File: config.mk
export PLATFORM = sky130hd
export DESIGN_NAME = csa_accum_ctrl_flat
export DESIGN_NICKNAME = d
export VERILOG_FILES = /design/src/rtl/csa_accum_ctrl_if.sv /design/src/rtl/csa_accum_ctrl.sv /design/src/flat_wrapper.sv
export SDC_FILE = /design/constraint.sdc
export NUM_CORES = 1
export LEC_CHECK = 0
export ABC_AREA = 1
export CAP_MARGIN = 20
export CORE_ASPECT_RATIO = 0.9
export CORE_MARGIN = 4
export CORE_UTILIZATION = 43
export DETAILED_ROUTE_END_ITERATION = 10
export GPL_TIMING_DRIVEN = 0
export PLACE_DENSITY = 0.75
export SYNTH_ARGS = -nofsm -noshare
export SYNTH_HDL_FRONTEND = slang
export SYNTH_SLANG_ARGS = --single-unit
File: constraint.sdc
create_clock -name clk -period 3.8 [get_ports clk]
set_input_delay 0.38 -clock clk [delete_from_list [all_inputs] [get_ports clk]]
set_output_delay 0.38 -clock clk [all_outputs]
set_load 0.005 [all_outputs]
File: src/rtl/csa_accum_ctrl_if.sv
// Operand/result handshake bundle for csa_accum_ctrl.
// The master side is the producer/consumer pair; the slave side is the sequencer.
interface csa_accum_ctrl_if #(
  parameter int WIDTH = 4,
  parameter int ACC_W = 7,
  parameter int CNT_W = 4
) ();
  logic             start;
  logic             clear;
  logic             in_valid;
  logic [WIDTH-1:0] in_data;
  logic             in_ready;
  logic             out_valid;
  logic             out_ready;
  logic [ACC_W-1:0] result;
  logic             busy;
  logic [CNT_W-1:0] op_count;

  modport master (
    output start, clear, in_valid, in_data, out_ready,
    input  in_ready, out_valid, result, busy, op_count
  );

  modport slave (
    input  start, clear, in_valid, in_data, out_ready,
    output in_ready, out_valid, result, busy, op_count
  );
endinterface

File: src/rtl/csa_accum_ctrl.sv
// Carry-save accumulation sequencer: folds NUM_OPS operands into a redundant
// (sum, carry) pair, then resolves them with one carry-propagate add.
module csa_accum_ctrl #(
  parameter int WIDTH   = 4,
  parameter int NUM_OPS = 8,
  parameter int ACC_W   = 7,
  parameter int CNT_W   = 4
) (
  input logic              clk,
  input logic              rst_n,
  csa_accum_ctrl_if.slave  bus
);

  typedef enum logic [1:0] {
    IDLE    = 2'd0,
    ACCUM   = 2'd1,
    RESOLVE = 2'd2,
    DONE    = 2'd3
  } state_e;

  state_e state_q, state_d;

  logic [ACC_W-1:0] sum_q, sum_d;
  logic [ACC_W-1:0] carry_q, carry_d;
  logic [ACC_W-1:0] result_q, result_d;
  logic [CNT_W-1:0] cnt_q, cnt_d;
  logic [ACC_W-1:0] x;
  logic             hs;
  logic             last_op;

  function automatic logic [ACC_W-1:0] csa_sum(
    input logic [ACC_W-1:0] a, input logic [ACC_W-1:0] b, input logic [ACC_W-1:0] c
  );
    return a ^ b ^ c;
  endfunction

  // Majority bits move up one weight; the top carry falls off (result is mod 2^ACC_W).
  function automatic logic [ACC_W-1:0] csa_carry(
    input logic [ACC_W-1:0] a, input logic [ACC_W-1:0] b, input logic [ACC_W-1:0] c
  );
    return ((a & b) | (a & c) | (b & c)) << 1;
  endfunction

  assign x       = ACC_W'(bus.in_data);
  assign hs      = bus.in_valid && (state_q == ACCUM);
  assign last_op = (cnt_q == CNT_W'(NUM_OPS - 1));

  always_ff @(posedge clk) begin
    if (!rst_n) begin
      state_q <= IDLE;
    end else begin
      state_q <= state_d;
    end
  end

  always_comb begin
    state_d = state_q;
    if (bus.clear) begin
      state_d = IDLE;
    end else begin
      case (state_q)
        IDLE:    if (bus.start) state_d = ACCUM;
        ACCUM:   if (hs && last_op) state_d = RESOLVE;
        RESOLVE: state_d = DONE;
        DONE:    if (bus.out_ready) state_d = IDLE;
        default: state_d = IDLE;
      endcase
    end
  end

  always_comb begin
    bus.in_ready  = (state_q == ACCUM);
    bus.out_valid = (state_q == DONE);
    bus.busy      = (state_q != IDLE);
    bus.result    = result_q;
    bus.op_count  = cnt_q;
  end

  // Datapath next values: clear wins over any handshake in the same cycle.
  always_comb begin
    sum_d    = sum_q;
    carry_d  = carry_q;
    cnt_d    = cnt_q;
    result_d = result_q;
    if (bus.clear) begin
      sum_d   = '0;
      carry_d = '0;
      cnt_d   = '0;
    end else begin
      case (state_q)
        IDLE: begin
          if (bus.start) begin
            sum_d   = '0;
            carry_d = '0;
            cnt_d   = '0;
          end
        end
        ACCUM: begin
          if (hs) begin
            sum_d   = csa_sum(sum_q, carry_q, x);
            carry_d = csa_carry(sum_q, carry_q, x);
            cnt_d   = cnt_q + CNT_W'(1);
          end
        end
        RESOLVE: result_d = sum_q + carry_q;
        default: ;
      endcase
    end
  end

  always_ff @(posedge clk) begin
    if (!rst_n) begin
      sum_q    <= '0;
      carry_q  <= '0;
      cnt_q    <= '0;
      result_q <= '0;
    end else begin
      sum_q    <= sum_d;
      carry_q  <= carry_d;
      cnt_q    <= cnt_d;
      result_q <= result_d;
    end
  end

endmodule
File: src/flat_wrapper.sv
// flat-port wrapper written by rule: the top's interface ports become plain ports
module csa_accum_ctrl_flat 
#(
  parameter int WIDTH   = 4,
  parameter int NUM_OPS = 8,
  parameter int ACC_W   = 7,
  parameter int CNT_W   = 4
)
  (clk, rst_n, bus_start, bus_clear, bus_in_valid, bus_in_data, bus_out_ready, bus_in_ready, bus_out_valid, bus_result, bus_busy, bus_op_count);
  csa_accum_ctrl_if #(.WIDTH(WIDTH), .ACC_W(ACC_W), .CNT_W(CNT_W)) bus_i ();
  input logic clk;
  input logic rst_n;
  input wire logic [$bits(bus_i.start)-1:0] bus_start;
  input wire logic [$bits(bus_i.clear)-1:0] bus_clear;
  input wire logic [$bits(bus_i.in_valid)-1:0] bus_in_valid;
  input wire logic [$bits(bus_i.in_data)-1:0] bus_in_data;
  input wire logic [$bits(bus_i.out_ready)-1:0] bus_out_ready;
  output wire logic [$bits(bus_i.in_ready)-1:0] bus_in_ready;
  output wire logic [$bits(bus_i.out_valid)-1:0] bus_out_valid;
  output wire logic [$bits(bus_i.result)-1:0] bus_result;
  output wire logic [$bits(bus_i.busy)-1:0] bus_busy;
  output wire logic [$bits(bus_i.op_count)-1:0] bus_op_count;
  assign bus_i.start = bus_start;
  assign bus_i.clear = bus_clear;
  assign bus_i.in_valid = bus_in_valid;
  assign bus_i.in_data = bus_in_data;
  assign bus_i.out_ready = bus_out_ready;
  assign bus_in_ready = bus_i.in_ready;
  assign bus_out_valid = bus_i.out_valid;
  assign bus_result = bus_i.result;
  assign bus_busy = bus_i.busy;
  assign bus_op_count = bus_i.op_count;
  csa_accum_ctrl #(.WIDTH(WIDTH), .NUM_OPS(NUM_OPS), .ACC_W(ACC_W), .CNT_W(CNT_W)) u_core (.clk(clk), .rst_n(rst_n), .bus(bus_i));
endmodule
[Yosys cells after proc, flatten, opt, wreduce, memory -nomap -nowiden]
Cells that the tools add are included.
Operators by class
  reductions and logical operators: 9
  multiplexer cells: 12
  eq/ne operators: 8
  $add $sub $neg: 2
  bitwise logic cells: 9
Operators with widths (count)
  one-hot mux 7 bit (2 select lines): 2
  2-to-1 mux 7 bit: 3
  bitwise AND 6 x 4 -> 6 bit: 2
  bitwise OR 6 bit: 2
  2-to-1 mux 4 bit: 2
  one-hot mux 2 bit (4 select lines): 1
  one-hot mux 4 bit (2 select lines): 1
  adder 7 bit: 1
  XOR 7 x 4 -> 7 bit: 1
  XOR 7 bit: 1
  bitwise AND 6 bit: 1
  2-to-1 mux 2 bit: 3
  AND reduction 3 bit: 2
  adder 4 x 1 -> 4 bit (second input constant): 1
  == test 2 bit (second input constant): 2
  == test 4 x 3 -> 1 bit (second input constant): 1
  inequality test 2 x 1 -> 1 bit (second input constant): 2
  inequality test 2 bit (second input constant): 2
  nonzero test 2 bit: 2
  == test 2 x 1 -> 1 bit (second input constant): 1
  logical AND 1 bit: 2
  zero test 2 bit: 1
  NOT 1 bit: 2
  AND reduction 2 bit: 1
  OR reduction 2 bit: 1
Word-level totals
  flip-flop bits (word level): 27

[Logic depth before layout (Yosys ltp)]
Gate-level depths: netlist (run 1).
  depth in word-level cells: 5
  gate-level depth with buffers: 11
  gate-level depth less buffers: 10

[Worst setup path before layout (run 1)]
Ideal clock, no wire load.
  kind: flip-flop to flip-flop
  start point: reg u_core.state_q[1]
  end point: reg u_core.carry_q[2]
  clock period less this slack: 1.398 ns
  data arrival time: 1.332 ns
  stages on the path, launching flop included: 12
  setup slack: 2.402 ns
  required time: 3.734 ns
  cells stage by stage: dfxtp_1 inv_1 ha_1 buf_6 inv_2 nand2_2 nand2_2 nand2_2 clkinv_2 buf_6 nand3_2 a21oi_2
Between the ends
  longest elaborated chain between the ends: 4
  elaborated cells between the ends (all ways): 8
  those cells by class: 3 x eq/ne; 1 x mux; 4 x reduce/logical
RTL lines
  start: declaration: line csa_accum_ctrl.sv:21  | state_e state_q, state_d;
  start signal: assignment: line csa_accum_ctrl.sv:52  | state_q <= state_d;
  == test 2 x 1 -> 1 bit *
  net bus_in_ready: line flat_wrapper.sv:18  | output wire logic [$bits(bus_i.in_ready)-1:0] bus_in_ready;
  logical AND 1 bit: line csa_accum_ctrl.sv:45  | assign hs = bus.in_valid && (state_q == ACCUM);
  inequality test 2 x 1 -> 1 bit (no source line)
  AND reduction 3 bit (no source line)
  end signal: assignment: line csa_accum_ctrl.sv:119  | carry_q <= carry_d;
  end: declaration: line csa_accum_ctrl.sv:24  | logic [ACC_W-1:0] carry_q, carry_d;
Mark *: on every way through the listed nets, which the timed path passes. The rest lies on a longest branch.
A chain may end at the register's enable or synchronous reset.

[Worst setup path in the final report (run 1)]
  start point: reg u_core.state_q[0]
  end point: out bus_busy
Between the ends
  longest elaborated chain between the ends: 1
RTL lines
  nonzero test 2 bit: line csa_accum_ctrl.sv:74  | bus.busy = (state_q != IDLE);
  end: declaration: line flat_wrapper.sv:21  | output wire logic [$bits(bus_i.busy)-1:0] bus_busy;
Every way passes these cells.

==> results of run 1 <==
-- report_power, final --
group	internal [uW]	switching, uW	leakage, uW	total [uW]
Clock	71.1	85.3	0.0000216	156
Combinational	54.5	69.3	0.000505	124
Sequential	280	5.05	0.000210	285
Total	406	160	0.000737	566
-- worst min path at each step --
| stage | to | slack, ns | cells after the start |
|---|---|---|---|
| floorplan | u_core.sum_q[4]$_SDFFE_PP0P_ | 0.46 | 2 |
| global placement | u_core.carry_q[5]$_SDFFE_PP0P_ | 0.47 | 2 |
| detailed placement | u_core.sum_q[4]$_SDFFE_PP0P_ | 0.47 | 2 |
| CTS | u_core.sum_q[4]$_SDFFE_PP0P_ | 0.49 | 2 |
| global route | u_core.sum_q[5]$_SDFFE_PP0P_ | 0.51 | 2 |
| finish | u_core.sum_q[5]$_SDFFE_PP0P_ | 0.49 | 2 |
-- cell usage after synthesis --
| master | count |
|---|---|
| sky130_fd_sc_hd__nand2_1 | 30 |
| sky130_fd_sc_hd__dfxtp_1 | 26 |
| sky130_fd_sc_hd__inv_1 | 22 |
| sky130_fd_sc_hd__nor2_1 | 16 |
| sky130_fd_sc_hd__a21oi_1 | 12 |
| sky130_fd_sc_hd__ha_1 | 12 |
| sky130_fd_sc_hd__a21oi_2 | 10 |
| sky130_fd_sc_hd__nand3_2 | 10 |
| sky130_fd_sc_hd__nand3_1 | 8 |
| sky130_fd_sc_hd__o21ai_1 | 6 |
| sky130_fd_sc_hd__a211oi_2 | 4 |
| sky130_fd_sc_hd__fa_1 | 4 |
| sky130_fd_sc_hd__buf_6 | 3 |
| sky130_fd_sc_hd__inv_2 | 3 |
| sky130_fd_sc_hd__nand2_2 | 3 |
| sky130_fd_sc_hd__o21ai_0 | 3 |
| sky130_fd_sc_hd__buf_2 | 2 |
| sky130_fd_sc_hd__buf_4 | 2 |
| sky130_fd_sc_hd__nand4_1 | 2 |
| sky130_fd_sc_hd__clkinv_2 | 1 |
| sky130_fd_sc_hd__nand3b_1 | 1 |
| sky130_fd_sc_hd__nor2_2 | 1 |
| sky130_fd_sc_hd__nor3_1 | 1 |
| sky130_fd_sc_hd__o21ai_2 | 1 |
| sky130_fd_sc_hd__or2_2 | 1 |
| sky130_fd_sc_hd__xnor2_1 | 1 |
| sky130_fd_sc_hd__xor2_1 | 1 |
-- sequential cells by signal, summed over array words and instances, names as in the netlist --
signal	flops
u_core.bus.result	7
u_core.sum_q	7
u_core.carry_q	6
u_core.bus.op_count	4
u_core.state_q	2
-- cell families (layout without fill, tap and decap cells) --
kind of cell | after synthesis | in the layout | synth area share [%]
xor+xnor | 2 | 2 | 1.13
compound gates | 36 | 36 | 16.3
simple gates | 73 | 73 | 23.9
flops | 26 | 26 | 33.7
buf+inv | 33 | 59 | 10.2
fa+ha+maj | 16 | 16 | 14.9
-- layout make-up --
cell class,count,area [sq um]
plain buffers,7,58.8
fillers,344,1560
inverters,26,98.8
flip-flops and latches,26,520
well taps,44,55.1
multi-input cells,127,868
clock buffers,3,41.3
repair buffers,23,230
-- per-stage QoR --
stage	area [sq um]	hold slack, ns	instances	util (%)
2_1_floorplan	1550	0.459	186	-
3_3_place_gp	1830	0.469	253	53.4
3_5_place_dp	1830	0.474	253	53.4
4_1_cts	1870	0.487	256	54.6
5_1_grt	1870	0.507	256	54.6
6_report	1870	0.490	256	54.6
-- placed cells by master, fill, tap and decap left out, drive strengths merged --
master	instances
nand4	2
nand3	18
buf	7
a21oi	22
a211oi	4
o21ai	10
nor3	1
xor2	1
inv	25
nand3b	1
fa	4
nor2	17
clkinv	1
clkdlybuf4s50	23
xnor2	1
nand2	33
dfxtp	26
ha	12
clkbuf	3
or2	1
-- layer usage --
metal / GRT usage, % / share of wire, % / vias to the layer above
li1: - / - / 653
met5: 0 / 0 / -
met3: 3.88 / 3.7 / 2
met4: 2.82 / 0.61 / 0
met1: 19.1 / 51 / 569
met2: 20.9 / 44 / 14
-- worst max-delay path, cell delays in order (launching register included) --
cell and delay [ns]:
sky130_fd_sc_hd__dfxtp_1 0.37, sky130_fd_sc_hd__inv_1 0.10, sky130_fd_sc_hd__ha_1 0.25, sky130_fd_sc_hd__inv_1 0.06, sky130_fd_sc_hd__clkdlybuf4s50_1 0.49
==> results.txt, run 1 <==
----------------------------------------------------
[Worst setup path]
  Start point of the critical path ... u_core.state_q[0]$_SDFFE_PP0P_
  CP endpoint ... bus_busy
  Startpoint Class ... flop
  Register-to-register setup slack ... 2.26 ns
  Critical path data required time ... around 3.4 ns
  Maximum fanout encountered on the critical timing path ... 4
  Classification of the worst setup path ... flop to output port
  Depth of the worst register-to-register path ... 11
  Setup crit end kind ... output port
  Data arrival time of the critical path ... 1.53 ns
  Capturing point of the worst reg2reg path ... u_core.carry_q[2]$_SDFFE_PP0P_
  Worst R2R Start ... u_core.state_q[1]$_SDFFE_PP0P_

[STA]
  Number of max-slew violations in the final report ... 0
  Setup violators final ... 0
  Final period utilization ... 50.2%
  Clock tree skew after final layout ... a little over 0.002 ns
  Tightest slew margin relative to the limit ... roughly 82%
  Slew at the pin closest to its max-slew limit ... 0.267 ns
  Final setup TNS ... 0 ns
  RSZ-0062 raised after global routing ... false
  Final critical path time including I/O delays and setup ... 1.91 ns
  Final hold violations ... 0
  Achievable Freq ... 0.524 GHz
  Min setup slack post-route ... 1.89 ns

[Status]
  Result of the run ... finished clean

[Yosys]
  Netlist cell types ... 27
  Synth top area cells ... sky130_fd_sc_hd__dfxtp_1 34%, sky130_fd_sc_hd__ha_1 9.7%, sky130_fd_sc_hd__nand2_1 7.3%
  Ys Warns ... 0
  Syn nets ... roughly 210
  Share of the synthesized area in the top cell type ... 33.7%
  Post-synthesis instance total ... 186
  Number of storage elements in the synthesis netlist ... 26
  Average cell area after synthesis ... 8.31 sq um
  Synthesized cell area ... 1550 sq um
  Post-synthesis cell type with the largest combined area ... sky130_fd_sc_hd__dfxtp_1
  Part of the Yosys area used for sequential elements ... 33.7%

[Floorplanning]
  Area enclosed by the die boundary ... approximately 4600 sq um
  Core Box Area ... 3430 sq um
  Starting Density ... 45.1%
  Floorplan die height ... 64.9 um
  Width of the chip ... 71.2 um
  I/O pin count ... 24
  Site row count ... 20

[Worst hold path]
  Worst hold path type ... flop to flop
  Critical hold path startpoint ... u_core.sum_q[5]$_SDFFE_PP0P_

[Global route]
  Global-route total usage across every layer ... a little over an eighth
  Pin count of the biggest net entering global routing ... 14
  Vias in the first global route ... 1171
  Global-route congestion overflow total ... 0
  First-pass GRT wire length ... 5110 um
  Antenna violations before repair ... 0

[CTS]
  Clock sinks ... 26
  Clock buffer count from CTS ... 3
  Clk buf depth ... 2
  Deepest level of the CTS H-tree ... 1
  Post-CTS setup buffer count ... 0
  Clock-pin slew on the worst setup and hold paths ... 0.09 ns
  Clock root buffer ... sky130_fd_sc_hd__clkbuf_8
  TritonCTS clock tree ... yes
  Insertion delay of the later-clocked pin in the worst-skew pair ... 0.27 ns
  Post-CTS Hold Buffers ... 0
  Number of cells upsized or downsized after cts ... 0

[Placed design]
  Setup slack after placement ... 2.06 ns
  Half-perimeter wire length of the detailed placement result ... 2160 um
  Weighted congestion reported at the end of routability-driven placement ... 0.730
  Input/output buffers ... 23

[Layout]
  Area added between synthesis and finish ... 21.1%
  Ratio of cells with drive above 1 in the final layout ... 20.8%
  Number of antenna diodes ... 0
  Net count, final ... 240

[Job]
  Count of max-cap constraint violations ... 0

[Route]
  Mean number of vias per cell ... 4.84
  Sum of routed wire length over all layers ... 2790 um
  Final antenna-violating net count ... 0
  Via count ... 1238
  Starting DRT DRC Count ... 42
  Iteration count of the initial detailed-routing pass ... 4
  Final routed wire length divided by cell count ... roughly 11 um
  DRC ... 0

[Pwr]
  PnR Total Power ... 566 uW
  Pleak ... 0.000737 uW
  Power per cell area ... 302 nW/um^2
  Maximum ir drop on the vdd rail ... 0.210 mV

----------------------------------------------------
No activity file was read; power rests on OpenSTA's default activity.
==> inputs of run 2 (changes only) <==
- clock period: 3.8 -> 1.85 ns (I/O delays scaled with it)
==> results of run 2 <==
The final DEF is identical to that of run 1. Status: finished clean.
Among the figures that moved: setup slack after placement 2.06 ns -> 0.302 ns; setup slack after layout 1.89 ns -> 0.136 ns; register-to-register setup slack 2.26 ns -> 0.31 ns; total power 566 uW -> 1160 uW; worst IR drop on VDD 0.210 mV -> 0.431 mV
